==> config.mk <==
export PLATFORM = sky130hd
export DESIGN_NAME = keyboard_decoder
export DESIGN_NICKNAME = d
export VERILOG_FILES = /design/src/rtl/keyboard_decoder.sv
export SDC_FILE = /design/constraint.sdc
export NUM_CORES = 1
export LEC_CHECK = 0
export ABC_AREA = 1
export CORE_UTILIZATION = 40
export CTS_BUF_LIST = sky130_fd_sc_hd__clkbuf_2
export DETAILED_ROUTE_END_ITERATION = 8
export GPL_ROUTABILITY_DRIVEN = 0
export PLACE_DENSITY_LB_ADDON = 0.05
export SLEW_MARGIN = 20
export SYNTH_ARGS = -nofsm -noshare
export SYNTH_HDL_FRONTEND = slang
export SYNTH_SLANG_ARGS = --single-unit
==> constraint.sdc <==
create_clock -name clock -period 1.5 [get_ports clock]
set_input_delay 0.225 -clock clock [delete_from_list [all_inputs] [get_ports clock]]
set_output_delay 0.225 -clock clock [all_outputs]
set_load 0.01 [all_outputs]
==> src/rtl/keyboard_decoder.sv <==
// PS/2 keyboard front end: synchronises the raw lines, receives 11-bit frames and filters make codes into
// 3-bit game operations, which are offered over a ready/read_fin handshake with one pending slot behind it.
module keyboard_decoder #(
  parameter int SYNC_STAGES    = 2,
  parameter int TIMEOUT_CYCLES = 50000,
  parameter int LOG2_TIMEOUT   = 16
) (
  input  logic       clock,
  input  logic       reset,
  input  logic       ps2_clock,
  input  logic       ps2_data,
  input  logic       keyboard_read_fin,
  output logic       keyboard_ready,
  output logic [2:0] keyboard_data,
  output logic       frame_error_o,
  output logic       dropped_o
);

  typedef enum logic [1:0] {RX_IDLE, RX_DATA, RX_PARITY, RX_STOP} rx_state_t;
  typedef enum logic [1:0] {H_IDLE, H_VALID, H_WAIT} hs_state_t;

  localparam logic [2:0] OP_W     = 3'b000;
  localparam logic [2:0] OP_A     = 3'b001;
  localparam logic [2:0] OP_S     = 3'b010;
  localparam logic [2:0] OP_D     = 3'b011;
  localparam logic [2:0] OP_SPACE = 3'b100;
  localparam logic [2:0] OP_Z     = 3'b101;
  localparam logic [2:0] OP_NONE  = 3'b110;
  localparam logic [7:0] BREAK_CODE    = 8'hF0;
  localparam logic [7:0] EXTENDED_CODE = 8'hE0;
  localparam logic [LOG2_TIMEOUT-1:0] TIMEOUT_LAST = LOG2_TIMEOUT'(TIMEOUT_CYCLES - 1);

  // Odd parity holds when the data bits plus the parity bit carry an odd number of ones.
  function automatic logic odd_parity_ok(input logic [7:0] data, input logic parity);
    return ^{data, parity};
  endfunction

  logic [SYNC_STAGES-1:0]  ps2_clock_sync_r;
  logic [SYNC_STAGES-1:0]  ps2_data_sync_r;
  logic                    ps2_clock_prev_r;
  logic                    ps2_clock_s;
  logic                    ps2_data_s;
  logic                    falling_edge_s;

  rx_state_t               rx_state_r;
  logic [2:0]              bit_cnt_r;
  logic [7:0]              shift_r;
  logic                    parity_r;
  logic [LOG2_TIMEOUT-1:0] timeout_cnt_r;
  logic                    byte_valid_r;
  logic [7:0]              byte_r;
  logic                    flag_clear_r;

  logic                    break_r;
  logic                    extended_r;
  logic                    op_valid_s;
  logic [2:0]              op_code_s;

  hs_state_t               hs_state_r;
  logic                    pend_valid_r;
  logic [2:0]              pend_data_r;

  assign ps2_clock_s    = ps2_clock_sync_r[SYNC_STAGES-1];
  assign ps2_data_s     = ps2_data_sync_r[SYNC_STAGES-1];
  assign falling_edge_s = ps2_clock_prev_r & ~ps2_clock_s;

  // Bring both PS/2 lines into the clock domain; idle lines are high.
  always_ff @(posedge clock or negedge reset) begin
    if (!reset) begin
      ps2_clock_sync_r <= {SYNC_STAGES{1'b1}};
      ps2_data_sync_r  <= {SYNC_STAGES{1'b1}};
      ps2_clock_prev_r <= 1'b1;
    end else begin
      ps2_clock_sync_r <= {ps2_clock_sync_r[SYNC_STAGES-2:0], ps2_clock};
      ps2_data_sync_r  <= {ps2_data_sync_r[SYNC_STAGES-2:0], ps2_data};
      ps2_clock_prev_r <= ps2_clock_s;
    end
  end

  // Frame receiver: start, 8 data bits LSB first, parity, stop, with a mid-frame idle timeout.
  always_ff @(posedge clock or negedge reset) begin
    if (!reset) begin
      rx_state_r    <= RX_IDLE;
      bit_cnt_r     <= 3'd0;
      shift_r       <= 8'h00;
      parity_r      <= 1'b0;
      timeout_cnt_r <= '0;
      byte_valid_r  <= 1'b0;
      byte_r        <= 8'h00;
      frame_error_o <= 1'b0;
      flag_clear_r  <= 1'b0;
    end else begin
      byte_valid_r  <= 1'b0;
      frame_error_o <= 1'b0;
      flag_clear_r  <= 1'b0;
      if (falling_edge_s) begin
        timeout_cnt_r <= '0;
        case (rx_state_r)
          RX_IDLE: begin
            if (!ps2_data_s) begin
              rx_state_r <= RX_DATA;
              bit_cnt_r  <= 3'd0;
            end else begin
              frame_error_o <= 1'b1;
            end
          end
          RX_DATA: begin
            shift_r <= {ps2_data_s, shift_r[7:1]};
            if (bit_cnt_r == 3'd7) begin
              rx_state_r <= RX_PARITY;
            end else begin
              bit_cnt_r <= bit_cnt_r + 3'd1;
            end
          end
          RX_PARITY: begin
            parity_r   <= ps2_data_s;
            rx_state_r <= RX_STOP;
          end
          RX_STOP: begin
            if (ps2_data_s && odd_parity_ok(shift_r, parity_r)) begin
              byte_valid_r <= 1'b1;
              byte_r       <= shift_r;
            end else begin
              frame_error_o <= 1'b1;
              flag_clear_r  <= 1'b1;
            end
            rx_state_r <= RX_IDLE;
          end
          default: rx_state_r <= RX_IDLE;
        endcase
      end else if (rx_state_r != RX_IDLE) begin
        if (timeout_cnt_r == TIMEOUT_LAST) begin
          frame_error_o <= 1'b1;
          rx_state_r    <= RX_IDLE;
          timeout_cnt_r <= '0;
        end else begin
          timeout_cnt_r <= timeout_cnt_r + LOG2_TIMEOUT'(1);
        end
      end
    end
  end

  // Translate a received byte into an operation; prefixed bytes and unmapped codes yield nothing.
  always_comb begin
    op_valid_s = 1'b0;
    op_code_s  = OP_NONE;
    if (byte_valid_r && byte_r != BREAK_CODE && byte_r != EXTENDED_CODE && !break_r && !extended_r) begin
      op_valid_s = 1'b1;
      case (byte_r)
        8'h1D:   op_code_s = OP_W;
        8'h1C:   op_code_s = OP_A;
        8'h1B:   op_code_s = OP_S;
        8'h23:   op_code_s = OP_D;
        8'h29:   op_code_s = OP_SPACE;
        8'h1A:   op_code_s = OP_Z;
        default: begin
          op_valid_s = 1'b0;
          op_code_s  = OP_NONE;
        end
      endcase
    end else begin
      op_valid_s = 1'b0;
      op_code_s  = OP_NONE;
    end
  end

  // Break/extended prefix flags apply to exactly the next byte; a corrupt frame also cancels them.
  always_ff @(posedge clock or negedge reset) begin
    if (!reset) begin
      break_r    <= 1'b0;
      extended_r <= 1'b0;
    end else if (flag_clear_r) begin
      break_r    <= 1'b0;
      extended_r <= 1'b0;
    end else if (byte_valid_r) begin
      if (byte_r == BREAK_CODE) begin
        break_r <= 1'b1;
      end else if (byte_r == EXTENDED_CODE) begin
        extended_r <= 1'b1;
      end else begin
        break_r    <= 1'b0;
        extended_r <= 1'b0;
      end
    end else begin
      break_r    <= break_r;
      extended_r <= extended_r;
    end
  end

  // Producer side of the handshake with a single pending slot; the oldest operation always wins.
  always_ff @(posedge clock or negedge reset) begin
    if (!reset) begin
      hs_state_r     <= H_IDLE;
      keyboard_ready <= 1'b0;
      keyboard_data  <= OP_NONE;
      pend_valid_r   <= 1'b0;
      pend_data_r    <= OP_NONE;
      dropped_o      <= 1'b0;
    end else begin
      dropped_o <= 1'b0;
      case (hs_state_r)
        H_IDLE: begin
          if (pend_valid_r) begin
            keyboard_data  <= pend_data_r;
            keyboard_ready <= 1'b1;
            hs_state_r     <= H_VALID;
            if (op_valid_s) begin
              pend_data_r <= op_code_s;
            end else begin
              pend_valid_r <= 1'b0;
            end
          end else if (op_valid_s) begin
            keyboard_data  <= op_code_s;
            keyboard_ready <= 1'b1;
            hs_state_r     <= H_VALID;
          end else begin
            keyboard_ready <= 1'b0;
          end
        end
        H_VALID, H_WAIT: begin
          if (op_valid_s) begin
            if (!pend_valid_r) begin
              pend_valid_r <= 1'b1;
              pend_data_r  <= op_code_s;
            end else begin
              dropped_o <= 1'b1;
            end
          end
          if (hs_state_r == H_VALID) begin
            if (keyboard_read_fin) begin
              keyboard_ready <= 1'b0;
              hs_state_r     <= H_WAIT;
            end
          end else if (!keyboard_read_fin) begin
            hs_state_r <= H_IDLE;
          end
        end
        default: begin
          hs_state_r     <= H_IDLE;
          keyboard_ready <= 1'b0;
        end
      endcase
    end
  end

endmodule

==> impl_metrics.csv, run 1 <==
group,metric,value,unit
grt,first_global_vias,2789,
power,power_switching_share,0.358,
final_layout,final_design_area_no_fill,4630,um^2
run_status,status,"complete, but fails checks",
synthesis,synth_top_area_frac,0.372,
timing,tightest_slew,334,ps
clocking,clkSlewWorstSetupHoldPaths,200,ps
synthesis,synthesis.instances,408,
synthesis,netlist.top_cell.by_area,"dfrtp_1",
synthesis,netlist_top_cells_area,"dfrtp_1, nand2_1, dfstp_2",
synthesis,synth_nets,423,
timing,period_share,1.07,
synthesis,synth.ff_latch_count,59,
hold_path,min_delay_worst_endpoint,"ps2_data_sync_r[0]",
power,p_per_area,998,nW/um^2
hold_path,hold_path_depth,1,
setup_path,arrival,1990,ps
synthesis,post_synth_instance_area,3370,um^2
final_layout,num_antenna_cells,0,
setup_path,crit_type,"reg -> reg",
timing,timing_max_transition_violations_final,0,
synthesis,yosys_most_used_dff,"dfrtp_1",
synthesis,main_combinational_cell_family_by_area_after_synthesis,"simple AND/OR/NAND/NOR gates",
setup_path,r2r_slack,-110,ps
timing,setup_violations_final,16,
power,sequentialPowerShare,0.407,
timing,timing.clock.skew,33.9,ps
die,design.core.area,8180,um^2
die,die-height,93.7,um
final_layout,postLayoutCoreUtil,0.566,
power,pwr-share-comb,0.342,
clocking,cts_tree,"yes",
synthesis,synth-seq-area-share,0.442,
placement,io_buffer_count,10,
grt,aggregate_global_route_resource_usage,0.181,
grt,grt-ovfl-total,0,
clocking,cts.path.max_buffers,2,
routing,detailedRoute.firstPassIterationCount,4,
power,power.ir.vdd_worst,0.842,mV
timing,fin_crit,1610,ps
routing,vias_after_detailed_routing,2880,
synthesis,synthXorXnorAreaFrac,0.0182,
run_status,violations,"setup timing",
power,power.static_leakage,2.18,nW
routing,drt_first_iter_violations,76,
power,cell_internal_pwr,2.96,mW
setup_path,required,1880,ps
clocking,clock_sinks,59,
power,switchingPower,1.65,mW
synthesis,yosys.area_share.adder,0.0372,
setup_path,critical_path.reg2reg.endpoint,"timeout_cnt_r[8]",
clocking,cts_made_buffers,9,
setup_path,worstSetupStartpointType,"flip-flop",
final_layout,multi_input_area,2020,um^2
synthesis,synth_simple_gate_area_share,0.334,
final_layout,final_nets,513,
setup_path,regToRegStartpoint,"timeout_cnt_r[10]",
timing,rsz0062_at_grt,"yes",
grt,first_pass_grt_wire_length,12.4,mm
hold_path,hold_path.startpoint,"ps2_data",
die,chipWidth,93.7,um
setup_path,r2r.worst_path.cells,7,
grt,antenna_violations_before_repair,0,
final_layout,fillers,745,
final_layout,areaGrowthSynthToFinish,37.5,%
timing,maxSlewHeadroom,0.776,
clocking,cts_htree_levels,3,
final_layout,layout.area.seq,1500,um^2
timing,post-route-worst-setup-slack,-107,ps
placement,dp_hpwl,5.02,mm
timing,timing_hold_violations_final,0,
clocking,clock_insertion_delay_at_the_later_pin_of_the_skew_report,500,ps
routing,number_of_drc_violations_after_detailed_routing,0,
synthesis,synth_edf_count,0,
routing,via_per_inst,4.74,
die,number_of_ports_placed_on_the_die_boundary,11,
synthesis,synth_area_per_cell,8.25,um^2
die,initial_core_util,0.412,
die,floorplan.die_area,8790,um^2
synthesis,postSynth.asyncResetShare,1.00,
routing,route.detailed.wl_per_inst,12.3,um
synthesis,synth-compound-area-share,0.0996,
power,clock_power_share,0.250,
flow_run,cap_viol_max_count,0,
final_layout,final_layout_size_suffix_gt1_frac,0.439,
placement,placedInstanceArea,3990,um^2
setup_path,endpoint_kind,"flip-flop",
synthesis,number_of_different_library_cells_in_the_post_synthesis_netlist,44,
routing,detail_route.wirelength,7.46,mm
synthesis,synth_warnings,0,
hold_path,min-delay-path-class,"in -> reg",
setup_path,critical_path_peak_fanout,4,
timing,maxClockFrequency,622,MHz
routing,drt.antenna.violating_nets,0,
die,placement_rows,33,
synthesis,synthMuxAreaShare,0.00632,
setup_path,crit_path_start,"timeout_cnt_r[10]",
clocking,cts-root-buf,"clkbuf_2",
grt,grt_start_max_net_pins,60,
-- how the worst max path moves through the flow --
| stage | endpoint | slack, ps |
|---|---|---|
| floorplan | timeout_cnt_r[8] | -20 |
| global placement | rx_state_r[1] | -80 |
| detailed placement | byte_r[4] | -50 |
| CTS | hs_state_r[0] | -30 |
| global route | keyboard_data[0] | -170 |
| finish | timeout_cnt_r[8] | -110 |
-- critical path, stage by stage (launching register included) --
cell and delay (ps):
dfrtp_1 420, nor2_2 140, nand3_2 100, nor4_4 330, nand3_2 190, nand2_4 140
inv_2 50, and3_1 150
-- cell usage after synthesis (all sizes together), types with 2 or more instances --
master and n:
dfrtp 50, o21ai 31, nor3b 3, xnor2 2
dfstp 9, a21oi 13, xor2 5, nor2 41
nor3 7, nand3b 2, ha 10, nand3 25
nand2 133, inv 52, o31ai 2, nand4 9
-- placed cells by master, fill, tap and decap left out, types with 11 or more instances in the layout --
cell      synthesis  layout
clkbuf_2          0      11
nor2_4            4      13
nand2_1         123     105
inv_1            40      33
dfrtp_1          50      42
nor2_1           28      16
nand2_2           8      22
buf_4             0      62
o21ai_0          19      12
inv_2            11      18
-- through the flow --
| stage | total power [mW] | hold WS (ps) | setup TNS [ps] | worst slack [ps] | std cells |
|---|---|---|---|---|---|
| 4_1_cts | 4.39 | 67.9 | -174 | -34.2 | 597 |
| 2_1_floorplan | 2.64 | -70.6 | -22.1 | -22.1 | 408 |
| 3_5_place_dp | 3.14 | 259 | -500 | -49.3 | 571 |
| 6_report | 4.62 | 94.4 | -479 | -107 | 608 |
| 3_3_place_gp | 3.12 | 260 | -581 | -76.8 | 571 |
| 5_1_grt | 4.93 | 62.0 | -3470 | -174 | 608 |
-- timing repair --
item / CTS / global route
pin swaps: 21 / 33
setup buffers: 8 / 11
gates cloned: 1 / 0
hold buffers: 1 / 0
endpoints found under the hold margin: 59 / 0
setup endpoints to repair: 31 / 47
resized for setup: 38 / 76
-- registers in the layout, summed over array words and instances (netlist names), 2 cells and up --
| name | count |
|---|---|
| rx_state_r | 2 |
| keyboard_data | 3 |
| pend_data_r | 3 |
| timeout_cnt_r | 16 |
| shift_r | 8 |
| hs_state_r | 2 |
| ps2_clock_sync_r | 2 |
| byte_r | 8 |
| ps2_data_sync_r | 2 |
| bit_cnt_r | 3 |
-- power by group through the flow --
| stage | sequential, mW | clock [mW] | combinational (mW) |
|---|---|---|---|
| after global placement | 1.90 | 0 | 1.22 |
| after floorplan | 1.89 | 0 | 0.745 |
| after detailed placement | 1.90 | 0 | 1.24 |
| after CTS | 1.88 | 1.19 | 1.33 |
| after global routing | 1.91 | 1.25 | 1.77 |
| final | 1.88 | 1.16 | 1.58 |
-- cells by family after synthesis --
group / after synthesis
buf+inv: 54
mux: 2
flops: 59
simple gates: 224
xor+xnor: 7
compound gates: 52
fa+ha+maj: 10
-- per-layer routing --
metal,track usage,part of all wire,up-vias
met1,0.236,0.46,1341
met2,0.297,0.50,25
met4,0.0731,0.014,0
met3,0.0316,0.022,10
met5,0,0,-
li1,-,-,1504
-- cell type report --
class	count	share of cell area
Clock inverter	6	0.0173
Inverter	52	0.0427
Tap cell	105	0.0284
Clock buffer	10	0.0108
Timing Repair Buffer	80	0.141
Multi-Input combinational cell	296	0.436
Sequential cell	59	0.324
No activity file was read; power rests on OpenSTA's default activity.
==> run 2: changes to the inputs <==
--- a/config.mk
+++ b/config.mk
@@ -11,6 +11,7 @@
 export DETAILED_ROUTE_END_ITERATION = 8
 export GPL_ROUTABILITY_DRIVEN = 0
 export PLACE_DENSITY_LB_ADDON = 0.05
+export REMOVE_ABC_BUFFERS = 1
 export SLEW_MARGIN = 20
 export SYNTH_ARGS = -nofsm -noshare
 export SYNTH_HDL_FRONTEND = slang
==> run 2 against run 1 <==
  * The flow still finishes with violations (setup timing)
  * Cell area is 2.9% higher
  * Sequential power hardly changed
  * Cell count grew 1.5%
  * Clock power shrank 33%
  * Clock skew down 8.8 ps
  * Register-to-register slack improved by 70 ps
  * Via count rose by 2.3%
  * Non-clock buffer count grew 9
  * Critical path type unchanged
  * Critical endpoint unchanged
  * Largest power group unchanged
==> impl_metrics.csv, run 2 (synthesis results as in run 1) <==
group,metric,value,unit
clocking,clock_insertion_delay_at_the_later_pin_of_the_skew_report,470,ps
final_layout,postLayoutCoreUtil,0.582,
setup_path,critical_path.reg2reg.endpoint,"timeout_cnt_r[8]",
clocking,cts_htree_levels,3,
die,design.core.area,8180,um^2
placement,placedInstanceArea,3960,um^2
routing,drt.antenna.violating_nets,0,
hold_path,min-delay-path-class,"in -> reg",
grt,grt-ovfl-total,0,
routing,via_per_inst,4.77,
grt,aggregate_global_route_resource_usage,0.181,
clocking,cts_made_buffers,9,
flow_run,cap_viol_max_count,0,
setup_path,arrival,1930,ps
timing,setup_violations_final,13,
power,p_per_area,955,nW/um^2
timing,rsz0062_at_grt,"yes",
final_layout,fillers,724,
grt,antenna_violations_before_repair,0,
setup_path,worstSetupStartpointType,"flip-flop",
grt,first_global_vias,2779,
final_layout,reg_top3,"timeout_cnt_r x16, byte_r x8, shift_r x8",
setup_path,buf_inv_stages_crit_path,2,
placement,io_buffer_count,10,
setup_path,list_of_cells_traversed_by_the_critical_path,"inv_4, nor2_8, nor2_4, inv_4, nand2_4, nor2_4, nand2_2, o21bai_1, and3_1",
setup_path,critical_path_peak_fanout,5,
routing,detail_route.wirelength,7.68,mm
timing,timing_hold_violations_final,0,
final_layout,layout.cells.most_common_list,"nand2_1, buf_4, dfrtp_1",
setup_path,worst_path_largest_cell_delay,570,ps
die,initial_core_util,0.412,
clocking,cts-root-buf,"clkbuf_2",
timing,timing.hold.ws,157,ps
final_layout,final_nets,522,
die,die-height,93.7,um
power,power.ir.vdd_worst,0.868,mV
final_layout,top_register,"timeout_cnt_r",
final_layout,final_design_area_no_fill,4760,um^2
routing,route.detailed.wl_per_inst,12.5,um
power,post-layout-total-power,4.55,mW
die,floorplan.die_area,8790,um^2
setup_path,worst_path_max_delay_cell,"dfstp_2",
timing,fin_crit,1540,ps
run_status,status,"complete, but fails checks",
timing,post-route-worst-setup-slack,-35.5,ps
final_layout,final_layout_size_suffix_gt1_frac,0.488,
clocking,cts.path.max_buffers,2,
routing,detailedRoute.firstPassIterationCount,4,
setup_path,r2r.worst_path.cells,9,
setup_path,r2r_slack,-40,ps
routing,number_of_drc_violations_after_detailed_routing,0,
die,number_of_ports_placed_on_the_die_boundary,11,
power,power.static_leakage,2.23,nW
placement,total_placed_cells_including_tap_cells,569,
hold_path,min_delay_worst_endpoint,"ps2_clock_sync_r[0]",
timing,maxClockFrequency,651,MHz
final_layout,areaGrowthSynthToFinish,41.4,%
setup_path,critical_path.top_delay_family,"simple AND/OR/NAND/NOR gates",
die,placement_rows,33,
timing,timing.clock.skew,25.1,ps
clocking,clkSlewWorstSetupHoldPaths,150,ps
timing,timing_max_transition_violations_final,0,
run_status,violations,"setup timing",
grt,grt_start_max_net_pins,27,
clocking,clock_sinks,59,
hold_path,hold_path.startpoint,"ps2_clock",
routing,vias_after_detailed_routing,2946,
hold_path,hold_path_depth,1,
timing,maxSlewHeadroom,0.698,
setup_path,regToRegStartpoint,"ps2_clock_prev_r",
setup_path,required,1900,ps
placement,dp_hpwl,5.23,mm
routing,drt_first_iter_violations,70,
final_layout,num_antenna_cells,0,
die,chipWidth,93.7,um
final_layout,final_cells,617,
timing,tightest_slew,452,ps
final_layout,layout.cells.most_common,"nand2_1",
grt,first_pass_grt_wire_length,12.3,mm
clocking,cts_tree,"yes",
final_layout,largest_reg_flops,16,
setup_path,crit_type,"reg -> reg",
timing,period_share,1.02,
setup_path,endpoint_kind,"flip-flop",
[run 2: cell types whose count changed in the layout (fill, tap and decap cells not counted), moves of 3 or more]
cell / before / now
nand2_1: 105 / 91
nand2_2: 22 / 35
buf_4: 62 / 68
o21ai_1: 9 / 3
nor2_2: 9 / 5
o21ai_2: 9 / 13
a21oi_1: 10 / 7
a21oi_2: 2 / 5
buf_6: 5 / 8
dfrtp_1: 42 / 45
dfrtp_2: 8 / 5
inv_1: 33 / 30
[run 2: final cells by class]
| type | count | area (um^2) | area share |
|---|---|---|---|
| Multi-Input combinational cell | 296 | 2130 | 0.447 |
| Sequential cell | 59 | 1490 | 0.314 |
| Timing Repair Buffer | 89 | 731 | 0.153 |
| Inverter | 52 | 200 | 0.0420 |
| Tap cell | 105 | 131 | 0.0276 |
| Clock buffer | 11 | 55.1 | 0.0116 |
| Clock inverter | 5 | 21.3 | 0.00447 |
[run 2: how the worst max path moves through the flow]
stage                     start          endpoint  cells past startpoint
2_1_floorplan     rx_state_r[0]  timeout_cnt_r[8]                     10
3_3_place_gp      rx_state_r[0]  timeout_cnt_r[9]                      9
3_5_place_dp      rx_state_r[0]  timeout_cnt_r[8]                     10
4_1_cts               byte_r[6]  keyboard_data[0]                     12
5_1_grt              shift_r[4]         byte_r[4]                     10
6_report       ps2_clock_prev_r  timeout_cnt_r[8]                      9
[run 2: worst register-to-register path, delay by kind of cell (launching register included)]
family,cells,cell delay (ps)
AO/OA/AOI/OAI,1,120
AND/OR/NAND/NOR,6,660
flip-flops,1,570
buffers and inverters,2,130
[run 2: layer usage]
layer	GRT usage	share of wire	vias to the layer above	wire, um
met5	0	0	-	0
met4	0.0731	0.020	0	152
met3	0.0267	0.015	13	118
met2	0.298	0.50	21	3880
met1	0.237	0.46	1401	3530
li1	-	-	1511	-
[run 2: power by group]
part           leakage, nW  total, mW  switching, mW  internal (mW)
clock network       0.0582      0.780          0.568          0.212
registers            0.772       1.90          0.150           1.75
logic                 1.40       1.87           1.03          0.841
[run 2: through the flow]
stage                     setup TNS, ps  setup WS, ps
after floorplan                    -624         -60.6
after global placement             -814         -98.4
after detailed placement          -1190          -114
after CTS                         -24.1         -12.2
after global routing              -3080          -141
final                              -138         -35.5
[run 2: repair_timing]
item,in CTS,in global routing
hold buffers,1,0
resized for setup,40,107
pin swaps,9,50
buffers inserted,11,20
setup endpoints to repair,34,42
hold endpoints to repair,18,0
cloned,1,0
==> run 3: changes to the inputs <==
--- a/config.mk
+++ b/config.mk
@@ -12,6 +12,7 @@
 export GPL_ROUTABILITY_DRIVEN = 0
 export PLACE_DENSITY_LB_ADDON = 0.05
 export REMOVE_ABC_BUFFERS = 1
+export SKIP_CTS_REPAIR_TIMING = 1
 export SLEW_MARGIN = 20
 export SYNTH_ARGS = -nofsm -noshare
 export SYNTH_HDL_FRONTEND = slang
==> run 3 against run 2 <==
  * The run still ends with setup timing left
  * Sequential cell count is the same
  * Critical path depth shrank 1
  * Utilization grew 0.077 points
  * Worst hold slack gained 9.4 ps
  * Critical endpoint unchanged
  * Highest routed layer unchanged
==> impl_metrics.csv, run 3 (synthesis results as in run 1) <==
group,metric,value,unit
run_status,status,"complete, but fails checks",
run_status,violations,"setup timing",
flow_run,cap_viol_max_count,0,
grt,aggregate_global_route_resource_usage,0.174,
hold_path,hold_path_depth,1,
setup_path,r2r_slack,-100,ps
final_layout,layout.cells.most_common,"nand2_1",
grt,antenna_violations_before_repair,0,
die,chipWidth,93.7,um
grt,first_pass_grt_wire_length,11.9,mm
setup_path,arrival,1950,ps
final_layout,areaGrowthSynthToFinish,41.6,%
clocking,cts_htree_levels,3,
timing,timing.clock.skew,23.4,ps
grt,grt-ovfl-total,0,
final_layout,fillers,709,
clocking,cts-root-buf,"clkbuf_2",
grt,global_route.usage.met2,0.279,
routing,vias_after_detailed_routing,2936,
placement,io_buffer_count,10,
placement,dp_slack,-114,ps
timing,setup_violations_final,24,
setup_path,list_of_cells_traversed_by_the_critical_path,"nor2_2, nand3_2, nor4_4, buf_4, nand3_4, nand2_4, inv_2, and3_1",
setup_path,buf_inv_stages_crit_path,2,
grt,grt_start_max_net_pins,27,
timing,maxClockFrequency,624,MHz
setup_path,crit_type,"reg -> reg",
routing,via_per_inst,4.77,
grt,gr-max-usage-layer,"met2",
final_layout,num_antenna_cells,0,
routing,number_of_drc_violations_after_detailed_routing,0,
die,placement_rows,33,
grt,first_global_vias,2678,
power,power.ir.vdd_worst,0.702,mV
power,cell_internal_pwr,2.82,mW
grt,use_met3,0.0267,
setup_path,critical_path.reg2reg.endpoint,"timeout_cnt_r[8]",
clocking,cts.path.max_buffers,2,
final_layout,final_layout_size_suffix_gt1_frac,0.476,
timing,rsz0062_at_grt,"yes",
die,die-height,93.7,um
timing,timing_hold_violations_final,0,
setup_path,required,1850,ps
timing,timing_max_transition_violations_final,0,
timing,tightest_slew,457,ps
setup_path,critical_path_peak_fanout,4,
routing,detailedRoute.firstPassIterationCount,5,
power,pwr-share-comb,0.404,
die,number_of_ports_placed_on_the_die_boundary,11,
routing,route.detailed.wl_per_inst,12.3,um
setup_path,critical_path.top_delay_family,"simple AND/OR/NAND/NOR gates",
timing,fin_crit,1600,ps
final_layout,largest_reg_flops,16,
setup_path,endpoint_kind,"flip-flop",
final_layout,final_nets,520,
die,floorplan.die_area,8790,um^2
power,sequentialPowerShare,0.424,
final_layout,layout.cells.most_common_list,"nand2_1, buf_4, dfrtp_1",
final_layout,top_register,"timeout_cnt_r",
timing,maxSlewHeadroom,0.696,
setup_path,r2r.worst_path.cells,8,
timing,timing.hold.ws,166,ps
clocking,clock_insertion_delay_at_the_later_pin_of_the_skew_report,460,ps
setup_path,worst_path_max_delay_cell,"dfrtp_1",
placement,dp_hpwl,5.23,mm
setup_path,regToRegStartpoint,"timeout_cnt_r[10]",
power,p_per_area,940,nW/um^2
die,design.core.area,8180,um^2
hold_path,min_delay_worst_endpoint,"ps2_clock_sync_r[0]",
power,power.static_leakage,2.31,nW
clocking,cts_made_buffers,9,
routing,drt.antenna.violating_nets,0,
power,switchingPower,1.66,mW
timing,period_share,1.07,
routing,drt_first_iter_violations,90,
setup_path,worst_path_largest_cell_delay,410,ps
final_layout,reg_top3,"timeout_cnt_r x16, byte_r x8, shift_r x8",
routing,detail_route.wirelength,7.55,mm
grt,global_route.usage.met1,0.234,
die,initial_core_util,0.412,
power,clock_power_share,0.172,
clocking,clkSlewWorstSetupHoldPaths,150,ps
hold_path,hold_path.startpoint,"ps2_clock",
power,power_switching_share,0.371,
setup_path,worstSetupStartpointType,"flip-flop",
clocking,clock_sinks,59,
clocking,cts_tree,"yes",
hold_path,min-delay-path-class,"in -> reg",
timing,post-route-worst-setup-slack,-104,ps
## run 3: changes by cell type in the layout (fill, tap and decap cells not counted), moves of 2 or more
cell,change
buf_12,+2
dfrtp_1,-3
dlymetal6s2s_1,+6
nand3_1,+2
buf_4,-2
buf_2,-2
buf_6,-2
a21oi_2,-3
inv_2,-3
inv_4,+2
dfrtp_2,+3
a21oi_1,+3
nand3_4,-2
dlygate4sd2_1,-4
## run 3: area by class of cell
cell class                      count  area, um^2  area share
Clock buffer                       11        55.1      0.0115
Clock inverter                      5        21.3     0.00446
Inverter                           52         205      0.0430
Multi-Input combinational cell    296        2090       0.439
Sequential cell                    59        1500       0.314
Tap cell                          105         131      0.0276
Timing Repair Buffer               87         763       0.160
## run 3: worst max path at each step
stage	start	endpoint	cells past startpoint	slack, ps
floorplan	rx_state_r[0]	timeout_cnt_r[8]	10	-60
global placement	rx_state_r[0]	timeout_cnt_r[9]	9	-100
detailed placement	rx_state_r[0]	timeout_cnt_r[8]	10	-110
CTS	keyboard_data[2]	keyboard_data[2]	1	-320
global route	shift_r[3]	byte_r[4]	11	-220
finish	timeout_cnt_r[10]	timeout_cnt_r[8]	8	-100
## run 3: metrics by stage
step	total power, mW	utilization	cells	instance area [um^2]	TNS, ps
3_5_place_dp	3.09	0.485	569	3960	-1190
3_3_place_gp	3.06	0.485	569	3960	-814
6_report	4.48	0.583	615	4770	-953
4_1_cts	3.88	0.494	585	4040	-3290
2_1_floorplan	2.63	-	406	3350	-624
5_1_grt	4.81	0.583	615	4770	-3930
## run 3: layer usage
| metal | up-vias | wire length (um) | part of all wire |
|---|---|---|---|
| li1 | 1505 | - | - |
| met1 | 1389 | 3520 | 0.47 |
| met2 | 35 | 3770 | 0.50 |
| met3 | 7 | 172 | 0.023 |
| met4 | 0 | 85 | 0.011 |
| met5 | - | 0 | 0 |
## run 3: power groups by stage
| stage | clock network, mW | registers, mW | logic [mW] |
|---|---|---|---|
| floorplan | 0 | 1.89 | 0.738 |
| global placement | 0 | 1.91 | 1.15 |
| detailed placement | 0 | 1.91 | 1.17 |
| CTS | 0.814 | 1.88 | 1.18 |
| global route | 0.883 | 1.93 | 1.99 |
| finish | 0.771 | 1.90 | 1.81 |
==> RTL edit, RTL diff (config.mk and constraints of run 1) <==
`LOG2_TIMEOUT`: 16 -> 14.
--- a/src/rtl/keyboard_decoder.sv
+++ b/src/rtl/keyboard_decoder.sv
@@ -4,5 +4,5 @@
   parameter int SYNC_STAGES    = 2,
   parameter int TIMEOUT_CYCLES = 50000,
-  parameter int LOG2_TIMEOUT   = 16
+  parameter int LOG2_TIMEOUT   = 14
 ) (
   input  logic       clock,
Function: no difference found for any inputs over 10 cycles, from zero or initial values and one cycle with reset low; that may be too few to reach the edited logic, so the function may still have changed.
==> RTL edit against run 1 <==
The run still ends with setup timing left. Worst setup slack gained 63 ps. Wire length is 12% lower. Clock skew shrank 10 ps. Largest power group unchanged. Sequential cell count fell by 2. Area after synthesis fell by 7.4%. Critical path type unchanged. Power shrank 5.0%. Final area is 7.6% lower. Non-clock buffer count down 7. First-iteration DRC count up 43%. Sequential power decreased by 3%.
==> RTL edit: results (changes against run 1) <==
total number of vias - 2,638 (-8.4%)
status - finished with violations
inverters - 57 (+9.6%)
per-cell routed wire length - 11.5 µm (-6.5%)
failing checks - setup timing
Regs by FF count - timeout_cnt_r (14), byte_r (8), shift_r (8)
seq_cells - 57 (-3.4%)
#MultiIn Comb - 270 (-8.8%)
Clock power frac - 21.7% (-3.3 points)
Syn Nets - 401 (-5.2%)
Final WS setup - -43.2 ps (+63.4 ps)
Util after Layout - 57.7% (+1.1 points)
grt met2 use - 29.0% (-0.74 points)
sequential share of power - 41.7% (+1.0 points)
CP arrival - 1940 ps (-50 ps)
routed wl met2 - 3220 µm (-14%)
Final nets - 483 (-5.8%)
clock latency on the worst-skew pair - 480 ps (-20 ps)
post-synthesis sequential area ratio - 46.1% (+1.9 points)
final setup violation count - 9 (-7)
pre-CTS setup slack - -91.6 ps (-42.2 ps)
Non-clock buffers - 73 (-8.8%)
hold path endpoint - ps2_clock_sync_r[0]
post-CTS sizing - 46 (+21%)
worst reg2reg path endpoint - rx_state_r[0]
setup TNS - -156 ps (+322 ps)
## RTL edit: cell count changes in the layout (fill, tap and decap cells not counted), sizes merged, moves of 2 or more
| cell | change |
|---|---|
| nor3b | -3 |
| nor2 | -3 |
| clkbuf | -2 |
| nand4 | -2 |
| o21ai | -3 |
| o22ai | +2 |
| dfrtp | -2 |
| nand2 | -6 |
| inv | +4 |
| buf | -6 |
| clkinv | +3 |
| nand3 | -4 |
## RTL edit: worst max-delay path by stage
stage / from / to / slack [ps] / depth (start not counted)
4_1_cts: ps2_clock_prev_r / timeout_cnt_r[9] / -60 / 10
3_3_place_gp: rx_state_r[1] / timeout_cnt_r[9] / -50 / 11
2_1_floorplan: rx_state_r[0] / timeout_cnt_r[9] / -3 / 11
3_5_place_dp: timeout_cnt_r[0] / timeout_cnt_r[10] / -90 / 10
6_report: timeout_cnt_r[10] / rx_state_r[0] / -40 / 8
5_1_grt: timeout_cnt_r[10] / rx_state_r[0] / -160 / 8
